$ cat src/rtl/wave_pkg.sv
// wave_pkg: shared FSM state type and default widths for the waveform path
package wave_pkg;
    typedef enum logic [1:0] {IDLE, PRIME, RISE, FALL} wm_state_t;
    localparam int WM_DW = 10;
    localparam int WM_CW = 16;
    localparam int WM_HYST = 2;
endpackage

$ cat src/rtl/sat_counter.sv
// sat_counter: CW-bit up counter with load-to-one and a saturated flag
module sat_counter #(
    parameter int CW = 16
) (
    input  logic          clk,
    input  logic          rst,
    input  logic          inc,
    input  logic          load,
    output logic [CW-1:0] cnt,
    output logic          sat
);
    assign sat = &cnt;
    always_ff @(posedge clk or posedge rst)
        if (rst)
            cnt <= '0;
        else if (load)
            cnt <= CW'(1);
        else if (inc && !sat)
            cnt <= cnt + 1'b1;
endmodule

$ cat src/rtl/wave_meter.sv
// wave_meter: hysteretic slope tracker measuring period, peak, trough and amplitude
module wave_meter
    import wave_pkg::*;
#(
    parameter int DW = WM_DW,
    parameter int CW = WM_CW,
    parameter int HYST = WM_HYST
) (
    input  logic                 clk,
    input  logic                 rst,
    input  logic signed [DW-1:0] sample_in,
    input  logic                 sample_valid,
    output logic                 dir_out,
    output logic signed [DW-1:0] peak_out,
    output logic signed [DW-1:0] trough_out,
    output logic        [DW:0]   ampl_out,
    output logic        [CW-1:0] period_out,
    output logic                 meas_valid,
    output logic                 overflow
);
    localparam logic signed [DW:0] H = (DW+1)'(HYST);
    wm_state_t state;
    logic signed [DW-1:0] ext, cur_trough;
    logic signed [DW:0] s, e;
    logic have_peak, have_trough, up, dn, pk, pub, sat;
    logic [CW-1:0] cnt;
    assign s = (DW+1)'(sample_in);
    assign e = (DW+1)'(ext);
    assign up = s > e + H;
    assign dn = s < e - H;
    assign pk = sample_valid && state == RISE && dn;
    assign pub = pk && have_peak && have_trough;
    sat_counter #(.CW(CW)) u_cnt (
        .clk (clk),
        .rst (rst),
        .inc (sample_valid),
        .load(pk),
        .cnt (cnt),
        .sat (sat)
    );
    // a sample accepted while saturated keeps overflow set even across a publish
    always_ff @(posedge clk or posedge rst)
        if (rst) begin
            state       <= IDLE;
            ext         <= '0;
            cur_trough  <= '0;
            have_peak   <= 1'b0;
            have_trough <= 1'b0;
            dir_out     <= 1'b0;
            peak_out    <= '0;
            trough_out  <= '0;
            ampl_out    <= '0;
            period_out  <= '0;
            meas_valid  <= 1'b0;
            overflow    <= 1'b0;
        end else begin
            meas_valid <= pub;
            if (pub) begin
                peak_out   <= ext;
                trough_out <= cur_trough;
                ampl_out   <= e - (DW+1)'(cur_trough);
                period_out <= cnt;
            end
            if (sample_valid) begin
                overflow <= (overflow && !pub) || sat;
                case (state)
                    IDLE: begin
                        ext   <= sample_in;
                        state <= PRIME;
                    end
                    PRIME:
                        if (up || dn) begin
                            ext     <= sample_in;
                            state   <= up ? RISE : FALL;
                            dir_out <= up;
                        end
                    RISE:
                        if (dn) begin
                            ext         <= sample_in;
                            state       <= FALL;
                            dir_out     <= 1'b0;
                            have_peak   <= 1'b1;
                            have_trough <= 1'b0;
                        end else if (s > e)
                            ext <= sample_in;
                    FALL:
                        if (up) begin
                            ext         <= sample_in;
                            cur_trough  <= ext;
                            state       <= RISE;
                            dir_out     <= 1'b1;
                            have_trough <= 1'b1;
                        end else if (s < e)
                            ext <= sample_in;
                    default: state <= IDLE;
                endcase
            end
        end
endmodule

$ cat config.mk
export PLATFORM = sky130hd
export DESIGN_NAME = wave_meter
export DESIGN_NICKNAME = d
export VERILOG_FILES = /design/src/rtl/wave_pkg.sv /design/src/rtl/sat_counter.sv /design/src/rtl/wave_meter.sv
export SDC_FILE = /design/constraint.sdc
export NUM_CORES = 1
export LEC_CHECK = 0
export ABC_AREA = 0
export CAP_MARGIN = 20
export CORE_ASPECT_RATIO = 1.1
export CORE_MARGIN = 4
export CORE_UTILIZATION = 45
export DETAILED_ROUTE_END_ITERATION = 8
export PLACE_DENSITY = 0.63
export RECOVER_POWER = 25
export SLEW_MARGIN = 20
export SYNTH_ARGS = -nofsm -noshare
export SYNTH_HDL_FRONTEND = slang
export SYNTH_HIERARCHICAL = 1
export SYNTH_SLANG_ARGS = --single-unit
$ cat constraint.sdc
create_clock -name clk -period 10.3 [get_ports clk]
set_clock_uncertainty 0.05 [all_clocks]
set_input_delay 2.06 -clock clk [delete_from_list [all_inputs] [get_ports clk]]
set_output_delay 2.06 -clock clk [all_outputs]
set_load 0.01 [all_outputs]
==> results of run 1 <==
==> stage by stage <==
stage / util (%) / std cells
5_1_grt: 55.9 / 682
6_report: 55.9 / 682
2_1_floorplan: - / 471
4_1_cts: 55.9 / 682
3_5_place_dp: 53.2 / 667
3_3_place_gp: 53.2 / 667
==> routing by layer <==
| metal | track usage (%) | wire [um] | vias to the layer above |
|---|---|---|---|
| li1 | - | - | 1816 |
| met1 | 20.6 | 4760 | 1802 |
| met2 | 29.3 | 5390 | 70 |
| met3 | 2.60 | 380 | 18 |
| met4 | 7.93 | 279 | 0 |
| met5 | 0 | 0 | - |
==> flip-flops by register name, summed over array words and instances (netlist names), 2 cells and up <==
register,cells
period_out,16
u_cnt/cnt,16
ampl_out,11
cur_trough,10
ext,10
peak_out,10
trough_out,10
state,2
==> path summary, 6_finish.rpt <==
kind	depth (start not counted)	from	to	slack, ps
hold reg to reg	1	have_peak$_DFFE_PP0P_	have_peak$_DFFE_PP0P_	430
min in group asynchronous	2	rst	u_cnt/cnt[8]$_DFFE_PP0P_	2230
hold / removal	1	have_peak$_DFFE_PP0P_	have_peak$_DFFE_PP0P_	430
max in group asynchronous	3	rst	period_out[12]$_DFFE_PP0P_	6730
setup / recovery	9	sample_in[1]	trough_out[0]$_DFFE_PP0P_	5180
setup reg to reg	12	ext[1]$_DFFE_PP0P_	trough_out[0]$_DFFE_PP0P_	6080
==> report_power, final <==
| group | switching, W | total (W) | internal [W] |
|---|---|---|---|
| Combinational | 0.000433 | 0.000894 | 0.000461 |
| Sequential | 0.000124 | 0.000598 | 0.000474 |
| Clock | 0.000137 | 0.000332 | 0.000195 |
==> synth_stat cells (4+ instances only) <==
cell type  count
a211oi_1       4
a21o_1         6
a21oi_1       20
and3_1         4
and4_1         6
buf_6          5
clkbuf_1       7
dfrtp_1       90
ha_1          42
inv_1         37
mux2_2        56
mux2i_1        5
nand2_1       27
nand3_1       16
nand4_1        7
nor2_1        19
nor2b_1        7
nor3_1        11
o21ai_0       19
o31ai_1        4
xnor2_1       21
==> layout by cell type, fill, tap and decap left out, types with 3 or more instances in the layout <==
master,count
and3_1,4
mux2_2,56
buf_4,3
nor3_1,11
ha_1,42
or4_1,3
mux2i_1,5
dlygate4sd3_1,22
clkbuf_16,9
nor2b_1,7
nand4_1,7
a21o_1,6
and4_1,6
nor2_1,19
or3_2,3
o21ai_0,19
inv_1,37
xor2_1,3
o21ai_1,3
xnor2_1,21
nand2_1,27
dfrtp_1,90
nand2b_1,3
a21oi_1,20
nand3_1,16
o31ai_1,4
nor4_1,3
a211oi_1,4
clkdlybuf4s50_1,40
==> final cells by class <==
cell class / instances / area, sq um / share of cell area [%]
multi-input cells: 328 / 2690 / 43.3
repair buffers: 65 / 643 / 10.4
clock buffers: 10 / 239 / 3.85
clock inverters: 5 / 62.6 / 1.01
flip-flops and latches: 90 / 2250 / 36.3
inverters: 37 / 139 / 2.24
well taps: 147 / 184 / 2.96
==> cells by family after synthesis <==
logic type	Yosys count	synth area share, %
xor+xnor	24	4.05
flops	90	43.4
fa+ha+maj	43	10.5
buf+inv	53	4.75
mux	61	13.1
simple gates	123	13.8
compound gates	77	10.4
==> critical path: stages <==
cell,delay (ps)
clkdlybuf4s50_1,450
ha_1,380
or3b_1,410
a211oi_1,410
o21bai_1,130
o41ai_2,130
nor4b_4,300
buf_4,550
mux2_2,410
==> results.md, run 1 <==
- Crit end category: register
- Crit path DAT: 5290 ps
- Nets@finish: 587
- Top cells by area, synth: dfrtp_1, mux2_2, ha_1
- Clock Path Buffers: 2
- Post-synth EDFFs: 0
- Final setup viols: 0
- Die height: 121 um
- Largest net degree at the start of global routing: 55
- Share of the synthesized area in the top cell type: 43.4%
- Gate Count Post-Synth: 471
- Row count: 40
- Leading area contributor after synthesis: dfrtp_1
- IO Count: 63
- MaxCap Viol Count: 0
- First-pass GRT wire length: 18.6 mm
- Cts bufs inserted: 9
- Cts hold-fix bufs: 0
- Pre-Repair DR Iteration Count: 5
- Netlist Area Pre-Place: 0.00519 sq mm
- Synth-to-layout area growth: 19.7%
- Startpoint type of the worst setup path: input port
- Clk pin slew, worst setup/hold paths: roughly 60 ps
- Net count after synthesis: 527
- Iteration-0 DRC Markers: around 150
- Sequential area share after synthesis: 43.4%
- Relative slew slack: 47.2%
- Clock Sinks: 90
- Post-placement cell area: 0.00591 sq mm
- Fin. Hold Viols: 0
- Critical Path RT: 10470 ps
- Distinct cell type count after synthesis: 60
- Hold slack: 431 ps
- PD cells: approximately 290 mW/mm^2
- Final setup margin: 5180 ps
- Skew-Pair Late Insertion Delay: 340 ps
- Vias per cell: 5.43
- Post-synthesis area per instance: 11.0 sq um
- Status: complete, no violations
- Async set-reset flop share out of synthesis: 100%
- Crit Path Class: in -> reg
- Worst VDD drop: 134 uV
- Initial antenna violation count: 0
- Routed Wire Length: 10.8 mm
- Number of diodes: 0
- H-tree Lvls: 3
- Transition time of the tightest slew-check pin: between 700 and 800 ps
- Total design power: 0.00182 W
- Setup TNS: 0 ps
- Post-CTS Resized: 0
- Root buf cell: clkbuf_16
- Starting density of the core: 46.7%
- DP Worst Slack: slightly below 5000 ps
- Main flop type after synthesis: dfrtp_1
- DRC Markers: 0
- Die width: 110 um
- Die ar.: 0.0133 sq mm
- Port Buf Inserts: 62
- CP Max Fanout: 50
- Ys Warns: 6
- Avg WL per Cell: ~16 um
- Clock period minus final worst setup slack: 5120 ps
- Gp weighted congestion: between 0.8 and 0.9
- Crit share post-route: 49.7%
- Number of global-route vias before repair: ~3800
- DRT antenna net count: 0
- Flops & latches, synth: 90
- GRT Overall Usage: 16.9%
- Fillers: around 1000
- Final instance area: 0.00621 sq mm
- Slew Limit Fails: 0
- Post-DP HPWL: 7.88 mm
- Hold WC Path Type: reg -> reg
- RSZ-0062 raised after global routing: false
- Total grt overflow: 0
- Share of layout cells above drive strength 1: around 16%
- Placeable Area: 0.0111 sq mm
- F_max: 0.195 GHz
- Post-CTS Setup Bufs: 0
- CTS tree: yes
- Leak pwr: 2.84 nW
- Vias: 3706
No activity file was read; power rests on OpenSTA's default activity.
==> run 2: changes to the inputs <==
clock period = 4.9 ns   (was 10.3 ns; I/O delays follow)
==> run 2 against run 1 <==
Effect of this change:
- the flow now finishes with violations (max-capacitance violations, max-slew violations)
- die area is the same
- clock power grew 100%
- global-route usage is essentially flat
- critical endpoint is now trough_out[1]$_DFFE_PP0P_
- largest power group unchanged
- highest routed layer unchanged
==> results.md, run 2 (same netlist as run 1, synthesis figures left out) <==
- Status: complete, but fails checks
- Failing checks: max-capacitance violations, max-slew violations
- Most frequent cells in the layout: dfrtp_1, clkdlybuf4s50_1, mux2_2
- Clock Path Buffers: 2
- Largest net degree at the start of global routing: 42
- Root buf cell: clkbuf_16
- Synth-to-layout area growth: 20.1%
- Routed Wire Length: 10.7 mm
- Setup TNS: 0 ps
- Post-CTS Setup Bufs: 0
- DRC Markers: 0
- MaxCap Viol Count: 1
- Placeable Area: ~0.011 sq mm
- Pre-Repair DR Iteration Count: 5
- Multi-input logic area: approximately 0.0027 sq mm
- Transition time of the tightest slew-check pin: ~1500 ps
- Starting density of the core: roughly 47%
- Crit Path Class: reg -> reg
- First-pass GRT wire length: 18.5 mm
- Final setup viols: 0
- Worst VDD drop: approximately 300 uV
- Clk pin slew, worst setup/hold paths: 70 ps
- Die width: 110 um
- Cts bufs inserted: 9
- Iteration-0 DRC Markers: 130
- Row count: 40
- Top Registers: period_out (16), u_cnt/cnt (16), ampl_out (11)
- Crit path DAT: 4220 ps
- Nets@finish: 590
- Initial antenna violation count: 0
- CP Max Fanout: 36
- Skew-Pair Late Insertion Delay: approximately 330 ps
- Final instance area: a little over 0.006 sq mm
- Fillers: between 900 and 1000
- Port Buf Inserts: 62
- DRT antenna net count: 0
- IO Count: 63
- Post-placement cell area: between 0.005 and 0.006 sq mm
- CP peak stage delay: 490 ps
- WL met2: 5.35 mm
- Number of diodes: 0
- Buffers & Inverters on Critical Path: 2
- CP delay by family, top: simple AND/OR/NAND/NOR gates
- Slew Limit Fails: 42
- Crit end category: register
- Vias per cell: 5.38
- Die ar.: 0.0133 sq mm
- Number of global-route vias before repair: 3784
- Post-CTS Resized: 0
- Vias: 3689
- Hold WC Path Type: reg -> reg
- Relative slew slack: -3.32%
- GRT Overall Usage: 16.9%
- Die height: 121 um
- F_max: 0.247 GHz
- Met3 wire length: 337 um
- Commonest non-fill, non-tap cell in the layout: dfrtp_1
- Critical path, cell by cell: inv_1 -> nand3_1 -> nor2_1 -> nand2_1 -> nor3_1 -> a21oi_1 -> ha_1 -> nand4_1 -> a211oi_1 -> o21bai_1 -> o41ai_2 -> nor4b_4 -> buf_4 -> mux2_2
- Reg area: approximately 0.0023 sq mm
- Critical Path RT: ~5100 ps
- Fin. Hold Viols: 0
- Crit share post-route: a little over 80%
- CTS tree: yes
- WL met1: slightly below 5 mm
- Clock Sinks: 90
- H-tree Lvls: 3
- Post-DP HPWL: 8.09 mm
- Leak pwr: around 2.8 nW
- Share of layout cells above drive strength 1: 17.1%
- Gp weighted congestion: 0.826
- Clock period minus final worst setup slack: 4050 ps
- RSZ-0062 raised after global routing: false
- Avg WL per Cell: ~16 um
- Highest metal used: met4
- Total grt overflow: 0
- Startpoint type of the worst setup path: register
- PD cells: 615 mW/mm^2
- Cts hold-fix bufs: 0
- CP max stage cell: dfrtp_1
==> run 2: cell count changes in the layout (fill, tap and decap cells not counted), sizes merged <==
cell	before	now
dlygate4sd3	22	2
clkinv	0	2
bufinv	1	0
inv	39	37
clkbuf	10	13
buf	3	6
clkinvlp	2	1
clkdlybuf4s50	40	60
==> run 2: per-stage QoR <==
| stage | power [W] | std cells | setup slack, ps | utilization [%] | hold WS, ps |
|---|---|---|---|---|---|
| global route | 0.00418 | 686 | 412 | 56.1 | 469 |
| detailed placement | 0.00318 | 670 | 601 | 53.4 | 440 |
| finish | 0.00383 | 686 | 848 | 56.1 | 454 |
| global placement | 0.00315 | 670 | 637 | 53.4 | 435 |
| floorplan | 0.00253 | 471 | 1340 | - | 389 |
| CTS | 0.00388 | 686 | 849 | 56.1 | 455 |
==> run 2: path summary, 6_finish.rpt <==
| check | cells after the start | slack [ps] | end | from |
|---|---|---|---|---|
| worst min register to register | 1 | 450 | trough_out[2]$_DFFE_PP0P_ | cur_trough[2]$_DFFE_PP0P_ |
| max in group asynchronous | 3 | 2070 | ampl_out[0]$_DFFE_PP0P_ | rst |
| worst max register to register | 14 | 850 | trough_out[1]$_DFFE_PP0P_ | ext[4]$_DFFE_PP0P_ |
| worst min-delay path | 1 | 450 | trough_out[2]$_DFFE_PP0P_ | cur_trough[2]$_DFFE_PP0P_ |
| min in group asynchronous | 2 | 1150 | u_cnt/cnt[15]$_DFFE_PP0P_ | rst |
| worst max-delay path | 14 | 850 | trough_out[1]$_DFFE_PP0P_ | ext[4]$_DFFE_PP0P_ |
==> run 2: power breakdown <==
group | switching (W) | internal (W) | leakage, nW
clock network | 0.000279 | 0.000399 | 0.148
registers | 0.000249 | 0.000997 | 1.15
logic | 0.000911 | 0.000996 | 1.52
total | 0.00144 | 0.00239 | 2.81
==> run 2: routing by layer <==
| metal | vias to the layer above | GRT usage [%] |
|---|---|---|
| li1 | 1821 | - |
| met1 | 1801 | 21.7 |
| met2 | 58 | 29.2 |
| met3 | 9 | 3.30 |
| met4 | 0 | 4.62 |
| met5 | - | 0 |
==> run 2: layout make-up <==
cell class | count | area share, %
multi-input combinational | 328 | 43.2
sequential | 90 | 36.1
timing repair buffer | 68 | 10.7
clock buffer | 13 | 4.50
tap | 147 | 2.95
inverter | 37 | 2.23
clock inverter | 3 | 0.341
==> run 2: worst reg2reg max path, cell delays in order (launching register included) <==
cell	delay, ps
dfrtp_1	490
inv_1	210
nand3_1	130
nor2_1	180
nand2_1	70
nor3_1	290
a21oi_1	130
ha_1	320
nand4_1	150
a211oi_1	460
o21bai_1	130
o41ai_2	130
nor4b_4	330
buf_4	450
mux2_2	420
